## config.mk

```make
export PLATFORM = sky130hd
export DESIGN_NAME = ram_port_scheduler
export DESIGN_NICKNAME = d
export VERILOG_FILES = /design/src/rtl/ram_port_scheduler.sv
export SDC_FILE = /design/constraint.sdc
export NUM_CORES = 1
export LEC_CHECK = 0
export CAP_MARGIN = 20
export CORE_AREA = 2 2 236 145
export DETAILED_ROUTE_END_ITERATION = 10
export DIE_AREA = 0 0 238 147
export GPL_TIMING_DRIVEN = 0
export PLACE_DENSITY_LB_ADDON = 0.25
export RECOVER_POWER = 25
export SLEW_MARGIN = 15
export SYNTH_ARGS = -nofsm -noshare
export SYNTH_HDL_FRONTEND = slang
export SYNTH_SLANG_ARGS = --single-unit
```

## constraint.sdc

```tcl
create_clock -name clk -period 3.3 [get_ports clk]
set_input_delay 0.495 -clock clk [delete_from_list [all_inputs] [get_ports clk]]
set_output_delay 0.495 -clock clk [all_outputs]
set_load 0.02 [all_outputs]
```

## src/rtl/ram_port_scheduler.sv

```systemverilog
// ram_port_scheduler
// ------------------
// Shares one byte-wide synchronous RAM port between an instruction fetch
// requester (ic) and a data load/store requester (dc). Words are moved one
// byte per cycle, little-endian. The RAM returns read data one cycle after
// the address is presented.
//
// Ports
//   clk, rst            clock (rising edge), asynchronous active-low reset
//   en                  ready; when low, all state and outputs hold
//   ic_en_i, ic_pc_i    instruction word read request and address
//   ic_en_o, ic_ins_o   one-cycle done pulse and instruction word
//   dc_en_i, dc_rwen_i  data request, 1 = write / 0 = read
//   dc_len_i            byte count (1, 2 or 4)
//   dc_adr_i, dc_dat_i  data address and store data
//   dc_en_o, dc_dat_o   one-cycle done pulse and zero-extended load data
//   ram_dat_i           RAM read byte (one cycle after its address)
//   ram_dat_o           RAM write byte
//   ram_adr_o           RAM byte address
//   ram_rwen_o          RAM write strobe
//   iob_full_i          UART buffer full; stalls IO writes (adr[17:16]==2'b11)
//   br_flag             mispredict flush; aborts reads, never stores
//
// Configuration
//   RAM_PORT_RR_EN      defined: round-robin between ic and dc on a tie;
//                       undefined: dc always wins a tie.

module ram_port_scheduler (
    input  logic        clk,
    input  logic        rst,
    input  logic        en,
    input  logic        ic_en_i,
    input  logic [31:0] ic_pc_i,
    output logic        ic_en_o,
    output logic [31:0] ic_ins_o,
    input  logic        dc_en_i,
    input  logic        dc_rwen_i,
    input  logic [2:0]  dc_len_i,
    input  logic [31:0] dc_adr_i,
    input  logic [31:0] dc_dat_i,
    output logic        dc_en_o,
    output logic [31:0] dc_dat_o,
    input  logic [7:0]  ram_dat_i,
    output logic [7:0]  ram_dat_o,
    output logic [31:0] ram_adr_o,
    output logic        ram_rwen_o,
    input  logic        iob_full_i,
    input  logic        br_flag
);

    typedef enum logic [2:0] {
        IDLE   = 3'd0,
        IC_RD  = 3'd1,
        DC_RD  = 3'd2,
        DC_WR  = 3'd3,
        IO_GAP = 3'd4
    } state_t;

    state_t      state;
    logic [2:0]  cnt;
    logic [2:0]  len;
    logic [31:0] base;
    logic [31:0] wdat;
    logic [31:0] rbuf;
    logic        is_io;
    logic        cool;
`ifdef RAM_PORT_RR_EN
    logic        last_dc;
`endif

    // Output values for the current cycle, and copies of the last enabled
    // cycle's values so the bus can be frozen while en is low.
    logic [31:0] adr_c, ins_c, ld_c;
    logic [7:0]  dat_c;
    logic        rwen_c, ic_done_c, dc_done_c;
    logic [31:0] adr_h, ins_h, ld_h;
    logic [7:0]  dat_h;
    logic        rwen_h, ic_done_h, dc_done_h;

    logic        dc_io;
    logic        dc_req;
    logic        can_grant;
    logic        pick_dc;
    logic        grant_ic;
    logic        grant_dc;
    logic [5:0]  lane_sh;
    logic [31:0] rd_word;
    logic [7:0]  wr_byte;
    logic [31:0] cur_adr;

    // An IO write waiting on a full UART buffer is simply not eligible, so
    // it neither touches the bus nor blocks an instruction fetch.
    assign dc_io     = (dc_adr_i[17:16] == 2'b11);
    assign dc_req    = dc_en_i && !(dc_rwen_i && dc_io && iob_full_i);
    assign can_grant = (state == IDLE) && !cool && !br_flag;

`ifdef RAM_PORT_RR_EN
    assign pick_dc = dc_req && (!ic_en_i || !last_dc);
`else
    assign pick_dc = dc_req;
`endif

    assign grant_dc = can_grant && pick_dc;
    assign grant_ic = can_grant && ic_en_i && !pick_dc;

    // Byte cnt-1 arrives on ram_dat_i in the cycle where the counter is cnt,
    // so the assembled word merges it into the bytes captured so far.
    assign lane_sh = {cnt - 3'd1, 3'b000};
    assign rd_word = rbuf | ({24'd0, ram_dat_i} << lane_sh);
    assign cur_adr = base + {29'd0, cnt};

    always_comb begin
        wr_byte = wdat[7:0];
        case (cnt[1:0])
            2'd1:    wr_byte = wdat[15:8];
            2'd2:    wr_byte = wdat[23:16];
            2'd3:    wr_byte = wdat[31:24];
            default: wr_byte = wdat[7:0];
        endcase
    end

    // Bus and done outputs. Byte 0 of a granted access goes out in the grant
    // cycle itself, and a read's done pulse carries the last byte straight
    // from ram_dat_i, so these are decoded from state rather than registered.
    always_comb begin
        adr_c     = 32'd0;
        dat_c     = 8'd0;
        rwen_c    = 1'b0;
        ic_done_c = 1'b0;
        dc_done_c = 1'b0;
        ins_c     = 32'd0;
        ld_c      = 32'd0;
        case (state)
            IDLE: begin
                if (grant_ic) begin
                    adr_c = ic_pc_i;
                end else if (grant_dc) begin
                    adr_c = dc_adr_i;
                    if (dc_rwen_i) begin
                        rwen_c    = 1'b1;
                        dat_c     = dc_dat_i[7:0];
                        dc_done_c = (dc_len_i == 3'd1);
                    end
                end
            end
            IC_RD, DC_RD: begin
                if (!br_flag) begin
                    if (cnt < len) begin
                        adr_c = cur_adr;
                    end else begin
                        if (state == IC_RD) begin
                            ic_done_c = 1'b1;
                            ins_c     = rd_word;
                        end else begin
                            dc_done_c = 1'b1;
                            ld_c      = rd_word;
                        end
                    end
                end
            end
            DC_WR: begin
                adr_c     = cur_adr;
                dat_c     = wr_byte;
                rwen_c    = 1'b1;
                dc_done_c = (cnt == len - 3'd1);
            end
            default: begin
                adr_c = 32'd0;
            end
        endcase
    end

    // Sequencer. After any completed access the block spends one cycle in
    // IDLE with cool set so a requester still holding its request is not
    // granted again; IO accesses spend an extra IO_GAP cycle before that.
    always_ff @(posedge clk or negedge rst) begin
        if (!rst) begin
            state     <= IDLE;
            cnt       <= 3'd0;
            len       <= 3'd0;
            base      <= 32'd0;
            wdat      <= 32'd0;
            rbuf      <= 32'd0;
            is_io     <= 1'b0;
            cool      <= 1'b0;
`ifdef RAM_PORT_RR_EN
            last_dc   <= 1'b0;
`endif
            adr_h     <= 32'd0;
            dat_h     <= 8'd0;
            rwen_h    <= 1'b0;
            ic_done_h <= 1'b0;
            dc_done_h <= 1'b0;
            ins_h     <= 32'd0;
            ld_h      <= 32'd0;
        end else if (en) begin
            adr_h     <= adr_c;
            dat_h     <= dat_c;
            rwen_h    <= rwen_c;
            ic_done_h <= ic_done_c;
            dc_done_h <= dc_done_c;
            ins_h     <= ins_c;
            ld_h      <= ld_c;
            case (state)
                IDLE: begin
                    cool <= 1'b0;
                    if (grant_ic) begin
                        state <= IC_RD;
                        base  <= ic_pc_i;
                        len   <= 3'd4;
                        cnt   <= 3'd1;
                        rbuf  <= 32'd0;
                        is_io <= 1'b0;
`ifdef RAM_PORT_RR_EN
                        last_dc <= 1'b0;
`endif
                    end else if (grant_dc) begin
                        base  <= dc_adr_i;
                        len   <= dc_len_i;
                        wdat  <= dc_dat_i;
                        cnt   <= 3'd1;
                        rbuf  <= 32'd0;
                        is_io <= dc_io;
`ifdef RAM_PORT_RR_EN
                        last_dc <= 1'b1;
`endif
                        if (!dc_rwen_i) begin
                            state <= DC_RD;
                        end else if (dc_len_i == 3'd1) begin
                            state <= dc_io ? IO_GAP : IDLE;
                            cool  <= 1'b1;
                        end else begin
                            state <= DC_WR;
                        end
                    end
                end
                IC_RD, DC_RD: begin
                    if (br_flag) begin
                        state <= IDLE;
                    end else if (cnt == len) begin
                        state <= is_io ? IO_GAP : IDLE;
                        cool  <= 1'b1;
                    end else begin
                        rbuf <= rd_word;
                        cnt  <= cnt + 3'd1;
                    end
                end
                DC_WR: begin
                    if (cnt == len - 3'd1) begin
                        state <= is_io ? IO_GAP : IDLE;
                        cool  <= 1'b1;
                    end else begin
                        cnt <= cnt + 3'd1;
                    end
                end
                IO_GAP: begin
                    state <= IDLE;
                    cool  <= 1'b1;
                end
                default: begin
                    state <= IDLE;
                end
            endcase
        end
    end

    // Reset forces every output low at once; a low en replays the values of
    // the last enabled cycle.
    assign ram_adr_o  = rst ? (en ? adr_c     : adr_h)     : 32'd0;
    assign ram_dat_o  = rst ? (en ? dat_c     : dat_h)     : 8'd0;
    assign ram_rwen_o = rst ? (en ? rwen_c    : rwen_h)    : 1'b0;
    assign ic_en_o    = rst ? (en ? ic_done_c : ic_done_h) : 1'b0;
    assign dc_en_o    = rst ? (en ? dc_done_c : dc_done_h) : 1'b0;
    assign ic_ins_o   = rst ? (en ? ins_c     : ins_h)     : 32'd0;
    assign dc_dat_o   = rst ? (en ? ld_c      : ld_h)      : 32'd0;

endmodule

```

==> results of run 1 <==
## cells by family after synthesis
family | after synthesis
buffers and inverters | 112
adder cells (fa/ha/maj) | 13
AND/OR/NAND/NOR | 355
flip-flops | 214
AO/OA/AOI/OAI | 370
XOR/XNOR | 23
multiplexers | 59
## synth_stat cells, types with 8 or more instances
| cell | n | area (um2) |
|---|---|---|
| dfrtp_1 | 214 | 5360 |
| o2bb2ai_1 | 103 | 902 |
| nand2_1 | 96 | 360 |
| and2_1 | 81 | 507 |
| clkbuf_1 | 79 | 297 |
| o21ai_0 | 70 | 350 |
| a21oi_1 | 65 | 325 |
| nor2_1 | 35 | 131 |
| nand3_1 | 31 | 155 |
| nor3_1 | 27 | 135 |
| mux2_2 | 26 | 293 |
| mux2i_1 | 26 | 260 |
| inv_1 | 18 | 67.6 |
| nor4_1 | 16 | 100 |
| and3_1 | 15 | 93.8 |
| o22ai_1 | 15 | 93.8 |
| xnor2_1 | 15 | 131 |
| a31oi_1 | 11 | 68.8 |
| ha_1 | 11 | 138 |
| a32oi_1 | 9 | 78.8 |
| buf_2 | 9 | 45.0 |
| nand4_1 | 9 | 56.3 |
| nor2b_1 | 9 | 56.3 |
| a21o_1 | 8 | 60.1 |
| a222oi_1 | 8 | 80.1 |
## worst register-to-register path, delay by kind of cell, from the launching register on
kind | cells | cell delay (ns)
AOI/OAI and AO/OA | 2 | 0.79
adders and majority gates | 1 | 0.28
and+or+nand+nor | 1 | 0.64
DFF | 1 | 0.50
buffers and inverters | 5 | 0.84
## repair_timing
action	4_1_cts	5_1_grt
gates resized for setup	920	249
setup endpoints to repair	110	107
endpoints found under the hold margin	56	0
setup buffers	87	45
cloned	8	2
hold buffers	5	0
pin swaps	61	101
## final cells by class
cell class / instances / area [um2] / area share [%]
Timing Repair Buffer: 362 / 3620 / 19.0
Multi-Input combinational cell: 822 / 8030 / 42.3
Clock inverter: 12 / 161 / 0.850
Inverter: 19 / 78.8 / 0.415
Clock buffer: 29 / 628 / 3.31
Tap cell: 432 / 541 / 2.85
Antenna cell: 2 / 5.00 / 0.0264
Sequential cell: 214 / 5360 / 28.2
Buffer: 84 / 568 / 2.99
## state kept, by name (all words and copies together), names as in the netlist
register   cells
cool           1
ld_h          32
rbuf          32
rwen_h         1
adr_h         32
wdat          32
cnt            3
dc_done_h      1
dat_h          8
state          3
ic_done_h      1
base          32
ins_h         32
is_io          1
len            3
## routing by layer
layer	vias to the layer above	wire (um)	track usage, %
met5	-	0	0
met4	0	1130	5.66
met3	95	5780	8.46
met2	690	20500	36.9
met1	5938	22900	41.7
li1	5077	-	-
## power by group through the flow
stage | clock [W] | sequential, W | combinational, W
2_1_floorplan | 0 | 0.00379 | 0.00262
3_3_place_gp | 0 | 0.00396 | 0.00390
3_5_place_dp | 0 | 0.00397 | 0.00398
4_1_cts | 0.00279 | 0.00399 | 0.00585
5_1_grt | 0.00292 | 0.00414 | 0.00737
6_report | 0.00279 | 0.00406 | 0.00703
## worst paths after layout
kind / start / to / cells past startpoint
worst max-delay path: cnt[0] / ram_adr_o[10] / 10
worst min-delay path: dc_adr_i[17] / is_io / 3
min in group asynchronous: rst / wdat[19] / 3
worst max register to register: cnt[1] / rbuf[5] / 9
worst min register to register: ld_h[22] / ld_h[22] / 1
max in group asynchronous: rst / base[4] / 3
## metrics by stage
| step | cells | worst slack [ns] |
|---|---|---|
| after global placement | 1795 | -8.53 |
| after floorplan | 1146 | 0.319 |
| final | 1976 | -0.355 |
| after global routing | 1976 | -0.405 |
| after CTS | 1931 | -0.275 |
| after detailed placement | 1797 | -1.60 |
==> impl_metrics.py, run 1 <==
metrics = {
    "status": {
        "status": "complete, but fails checks",
        "violations": "capacitance limit, slew limit, setup timing",
    },
    "layout": {
        "layout_commonest_cell": "dfrtp_1",
        "mostFrequentLayoutCells": "dfrtp_1 (207), buf_6 (113), buf_4 (106), clkdlybuf4s50_1 (106), nand2_1 (93)",
        "final_nets": 1653,
        "final.fill_count": 2658,
        "layout-drive-gt1-share_pct": 41.8,
        "area_delta_synth_final_pct": 67.2,
        "final_area_um2": 19000,
        "utilization_pct": 57.5,
    },
    "global_route": {
        "grt_overflow": 0,
        "grt_pass1_wl_um": 72000,
        "grt_usage_pct": 27.2,
        "grt_pass1_vias": 11322,
        "grt_max_degree": 63,
        "antenna_found_initial": 3,
    },
    "critical_path": {
        "crit_path_top_delay_cell": "dfrtp_2",
        "critPathLaunchType": "register",
        "cp_max_fo": 5,
        "path_cells": "ha_4 > inv_2 > fa_2 > nor2b_4 > buf_4 > o2111ai_2 > xor2_1 > o311ai_1 > and2_1 > buf_4",
        "cp_top_family": "compound AO/OA/AOI/OAI gates",
        "worstPathArrival_ns": 3.16,
        "cp_common_cell": "buf_4",
        "worst-setup-path-type": "reg2out",
        "path_buf_inv": 3,
        "slowest_delay_ns": 0.46,
        "crit_required_ns": 2.80,
        "cp-end-kind": "output pin",
        "r2r_setup_slack_ns": 0.17,
    },
    "pwr": {
        "p_seq_share_pct": 29.3,
        "p_leak_nw": 7.79,
        "p_comb_share_pct": 50.6,
        "switching_share_pct": 41.3,
        "intPower_w": 0.00815,
        "switching_power_w": 0.00574,
        "power_w": 0.0139,
        "power_density_nw_per_um2": 731,
        "power_frac_clock_pct": 20.1,
        "vdd_ir_drop_max_v": 0.000382,
    },
    "synthesis": {
        "syn_inst": 1146,
        "synth_nets": 1273,
        "ys_seq_elements": 214,
        "synth_xor_area_share_pct": 1.91,
        "synth_top_family_by_area": "compound AO/OA/AOI/OAI gates",
        "synth_simple_gate_area_share_pct": 16.7,
        "synth_warnings": 0,
        "synth-edff-count": 0,
        "synth_seq_area_share_pct": 47.2,
        "synth_cell_types": 69,
        "syn_area_um2": 11400,
        "synthAdderAreaFrac_pct": 1.48,
        "async_flop_share_pct": 100,
        "synth_mux_area_share_pct": 5.56,
        "synth_ff_type": "dfrtp_1",
        "syn_avg_cell_area_um2": 9.91,
        "synth_compound_area_share_pct": 23.2,
    },
    "die": {
        "initial_core_util_pct": 34.4,
        "core_um2": 33100,
        "rows": 52,
        "pin_count": 222,
        "die_y_um": 147,
        "dieArea_um2": 35000,
        "die_w_um": 238,
    },
    "sta": {
        "fin_worst_skew_ns": 0.0203,
        "tightest_slew_ns": 2.82,
        "min_period_over_period_pct": 111,
        "whs_ns": 0.448,
        "max_freq_mhz": 274,
        "setup_viol": 96,
        "rsz0062_at_grt": "yes",
        "drv_slew": 147,
        "worst_slack_ns": -0.355,
        "fin_crit_ns": 3.65,
        "slew_headroom_pct": -87.8,
        "hold_viol": 0,
        "final.setup.tns_ns": -12.80,
    },
    "clocking": {
        "clock_path_buffers": 3,
        "tritoncts": "yes",
        "htreeDepth": 1,
        "cts_sinks": 214,
        "path_clk_slew_ns": 0.07,
        "cts-root-buf": "clkbuf_16",
        "clock_latency_ns": 0.55,
        "numCtsBuffers": 23,
    },
    "place": {
        "dp_hpwl_um": 32400,
        "finalWeightedCongestion": 0.925,
        "portBuffers": 217,
        "place_area_um2": 14100,
    },
    "routing": {
        "via_per_inst": 5.97,
        "via_count": 11800,
        "wl_um": 50200,
        "drc": 0,
        "antenna_left": 0,
        "drt_pass1_iterations": 6,
        "drtIter0Drc": 1436,
        "wl_per_cell_um": 25.4,
    },
    "min_path": {
        "hp-class": "in2reg",
    },
    "job": {
        "drv_cap": 3,
    },
}
Power figures use the tool's default switching activity.
==> inputs of run 2 (changes only) <==
--- a/config.mk
+++ b/config.mk
@@ -9,10 +9,11 @@
 export CORE_AREA = 2 2 236 145
 export DETAILED_ROUTE_END_ITERATION = 10
 export DIE_AREA = 0 0 238 147
+export GPL_ROUTABILITY_DRIVEN = 0
 export GPL_TIMING_DRIVEN = 0
-export PLACE_DENSITY_LB_ADDON = 0.25
+export PLACE_DENSITY = 0.69
 export RECOVER_POWER = 25
-export SLEW_MARGIN = 15
+export SLEW_MARGIN = 5
 export SYNTH_ARGS = -nofsm -noshare
 export SYNTH_HDL_FRONTEND = slang
 export SYNTH_SLANG_ARGS = --single-unit
==> run 2 against run 1 <==
  * The run still ends with capacitance limit, slew limit, setup timing left
  * Utilization decreased by 2.2 points
  * Final cell count decreased by 1.4%
  * Via count decreased by 0.20%
  * Sequential share of layout area increased by 1.1 points
==> impl_metrics.py, run 2 (synthesis results as in run 1) <==
metrics = {
    "clocking": {
        "cts_sinks": 214,
        "cts-root-buf": "clkbuf_16",
        "tritoncts": "yes",
        "clock_latency_ns": 0.54,
        "path_clk_slew_ns": 0.07,
        "numCtsBuffers": 22,
        "clock_path_buffers": 3,
        "htreeDepth": 1,
    },
    "global_route": {
        "grt_max_degree": 57,
        "grt_overflow": 0,
        "antenna_found_initial": 1,
        "grt_pass1_wl_um": 69400,
        "grt_pass1_vias": 11457,
        "grt_usage_pct": 26.0,
    },
    "sta": {
        "max_freq_mhz": 279,
        "hold_viol": 0,
        "fin_crit_ns": 3.58,
        "fin_worst_skew_ns": 0.0209,
        "final.setup.tns_ns": -10.44,
        "min_period_over_period_pct": 109,
        "rsz0062_at_grt": "yes",
        "drv_slew": 165,
        "setup_viol": 97,
        "tightest_slew_ns": 2.94,
        "worst_slack_ns": -0.281,
        "whs_ns": 0.140,
        "slew_headroom_pct": -96.1,
    },
    "die": {
        "rows": 52,
        "core_um2": 33100,
        "initial_core_util_pct": 34.4,
        "die_w_um": 238,
        "dieArea_um2": 35000,
        "pin_count": 222,
        "die_y_um": 147,
    },
    "pwr": {
        "switching_power_w": 0.00551,
        "switching_share_pct": 41.5,
        "power_frac_clock_pct": 19.0,
        "power_density_nw_per_um2": 726,
        "p_comb_share_pct": 50.6,
        "intPower_w": 0.00776,
        "vdd_ir_drop_max_v": 0.000348,
        "p_leak_nw": 7.50,
        "p_seq_share_pct": 30.4,
    },
    "job": {
        "drv_cap": 3,
    },
    "critical_path": {
        "worst-setup-path-type": "reg2out",
        "r2r_cells": 8,
        "critPathLaunchType": "register",
        "rr_endpoint": "rbuf[5]",
        "r2r_setup_slack_ns": 0.34,
        "worstPathArrival_ns": 3.09,
        "cp-end-kind": "output pin",
        "r2r_start": "cnt[1]",
        "crit_required_ns": 2.80,
        "cp_max_fo": 3,
    },
    "layout": {
        "area_delta_synth_final_pct": 60.8,
        "final_nets": 1630,
        "utilization_pct": 55.3,
        "final-seq-area_um2": 5360,
        "final_area_um2": 18300,
        "multi_input_area_um2": 7730,
        "final.fill_count": 2695,
        "mostFrequentLayoutCells": "dfrtp_1 (207), buf_4 (126), clkdlybuf4s50_1 (107)",
        "layout-drive-gt1-share_pct": 40.3,
        "layout_commonest_cell": "dfrtp_1",
    },
    "place": {
        "place_area_um2": 14100,
        "portBuffers": 217,
        "dp_hpwl_um": 31900,
        "post-place-ws_ns": -1.66,
    },
    "status": {
        "status": "complete, but fails checks",
        "violations": "capacitance limit, slew limit, setup timing",
    },
    "routing": {
        "drc": 0,
        "drt_pass1_iterations": 5,
        "wl_per_cell_um": 25.4,
        "via_per_inst": 6.04,
        "via_count": 11776,
        "antenna_left": 0,
        "drtIter0Drc": 1443,
        "wl_um": 49600,
    },
    "min_path": {
        "hp-class": "in2async",
    },
}
## run 2: changes by cell type in the layout (fill, tap and decap cells not counted), sizes merged, moves of 2 or more
| cell | previous run | this run |
|---|---|---|
| clkbuf | 105 | 109 |
| dlygate4sd3 | 2 | 0 |
| bufinv | 3 | 1 |
| buf | 255 | 228 |
| clkinvlp | 5 | 1 |
| clkdlybuf4s25 | 0 | 2 |
## run 2: how the worst max path moves through the flow
stage,slack [ns],cells after the start,start,to
3_3_place_gp,-8.24,7,rst,ram_adr_o[30]
3_5_place_dp,-1.66,8,rst,ram_adr_o[30]
2_1_floorplan,0.32,8,cnt[0],ram_adr_o[28]
6_report,-0.28,9,cnt[0],ram_adr_o[28]
4_1_cts,-0.21,9,cnt[0],ram_adr_o[28]
5_1_grt,-0.34,11,cnt[0],ram_adr_o[18]
## run 2: what timing repair did
item	in CTS	in global routing
setup endpoints to repair	108	106
hold endpoints to repair	110	0
pin swaps	50	86
buffers inserted	56	52
cloned	8	3
gates resized for setup	682	404
hold buffers	4	0
## run 2: worst max-delay path, stage by stage, from the launching register on
cell and delay, ns:
dfrtp_2 0.43, ha_4 0.15, inv_2 0.04, fa_2 0.39, nor2b_4 0.20, o2111ai_4 0.18, or4_4 0.46, a211oi_4 0.39
o21a_1 0.17, buf_6 0.13
## run 2: metal layers
metal,global-route usage (%),vias up,part of all wire [%]
li1,-,5028,-
met1,38.5,5899,43
met2,36.3,717,42
met3,7.08,132,11
met4,9.09,0,3.6
met5,0,-,0
## run 2: per-stage QoR
step                cells  total power [W]
detailed placement   1797          0.00791
global placement     1795          0.00777
finish               1949           0.0133
floorplan            1146          0.00641
CTS                  1895           0.0117
global route         1949           0.0137
## run 2: power groups by stage
stage	sequential [W]	combinational, W	clock, W
floorplan	0.00379	0.00262	0
global placement	0.00393	0.00384	0
detailed placement	0.00395	0.00396	0
CTS	0.00393	0.00522	0.00252
global route	0.00411	0.00701	0.00262
finish	0.00403	0.00671	0.00252
## run 2: final cells by class
class                           count  share of cell area [%]
Clock buffer                       32                    3.49
Clock inverter                      4                   0.308
Antenna cell                        2                  0.0274
Timing Repair Buffer              338                    18.0
Sequential cell                   214                    29.4
Tap cell                          432                    2.96
Multi-Input combinational cell    823                    42.3
Inverter                           19                   0.438
Buffer                             85                    3.03
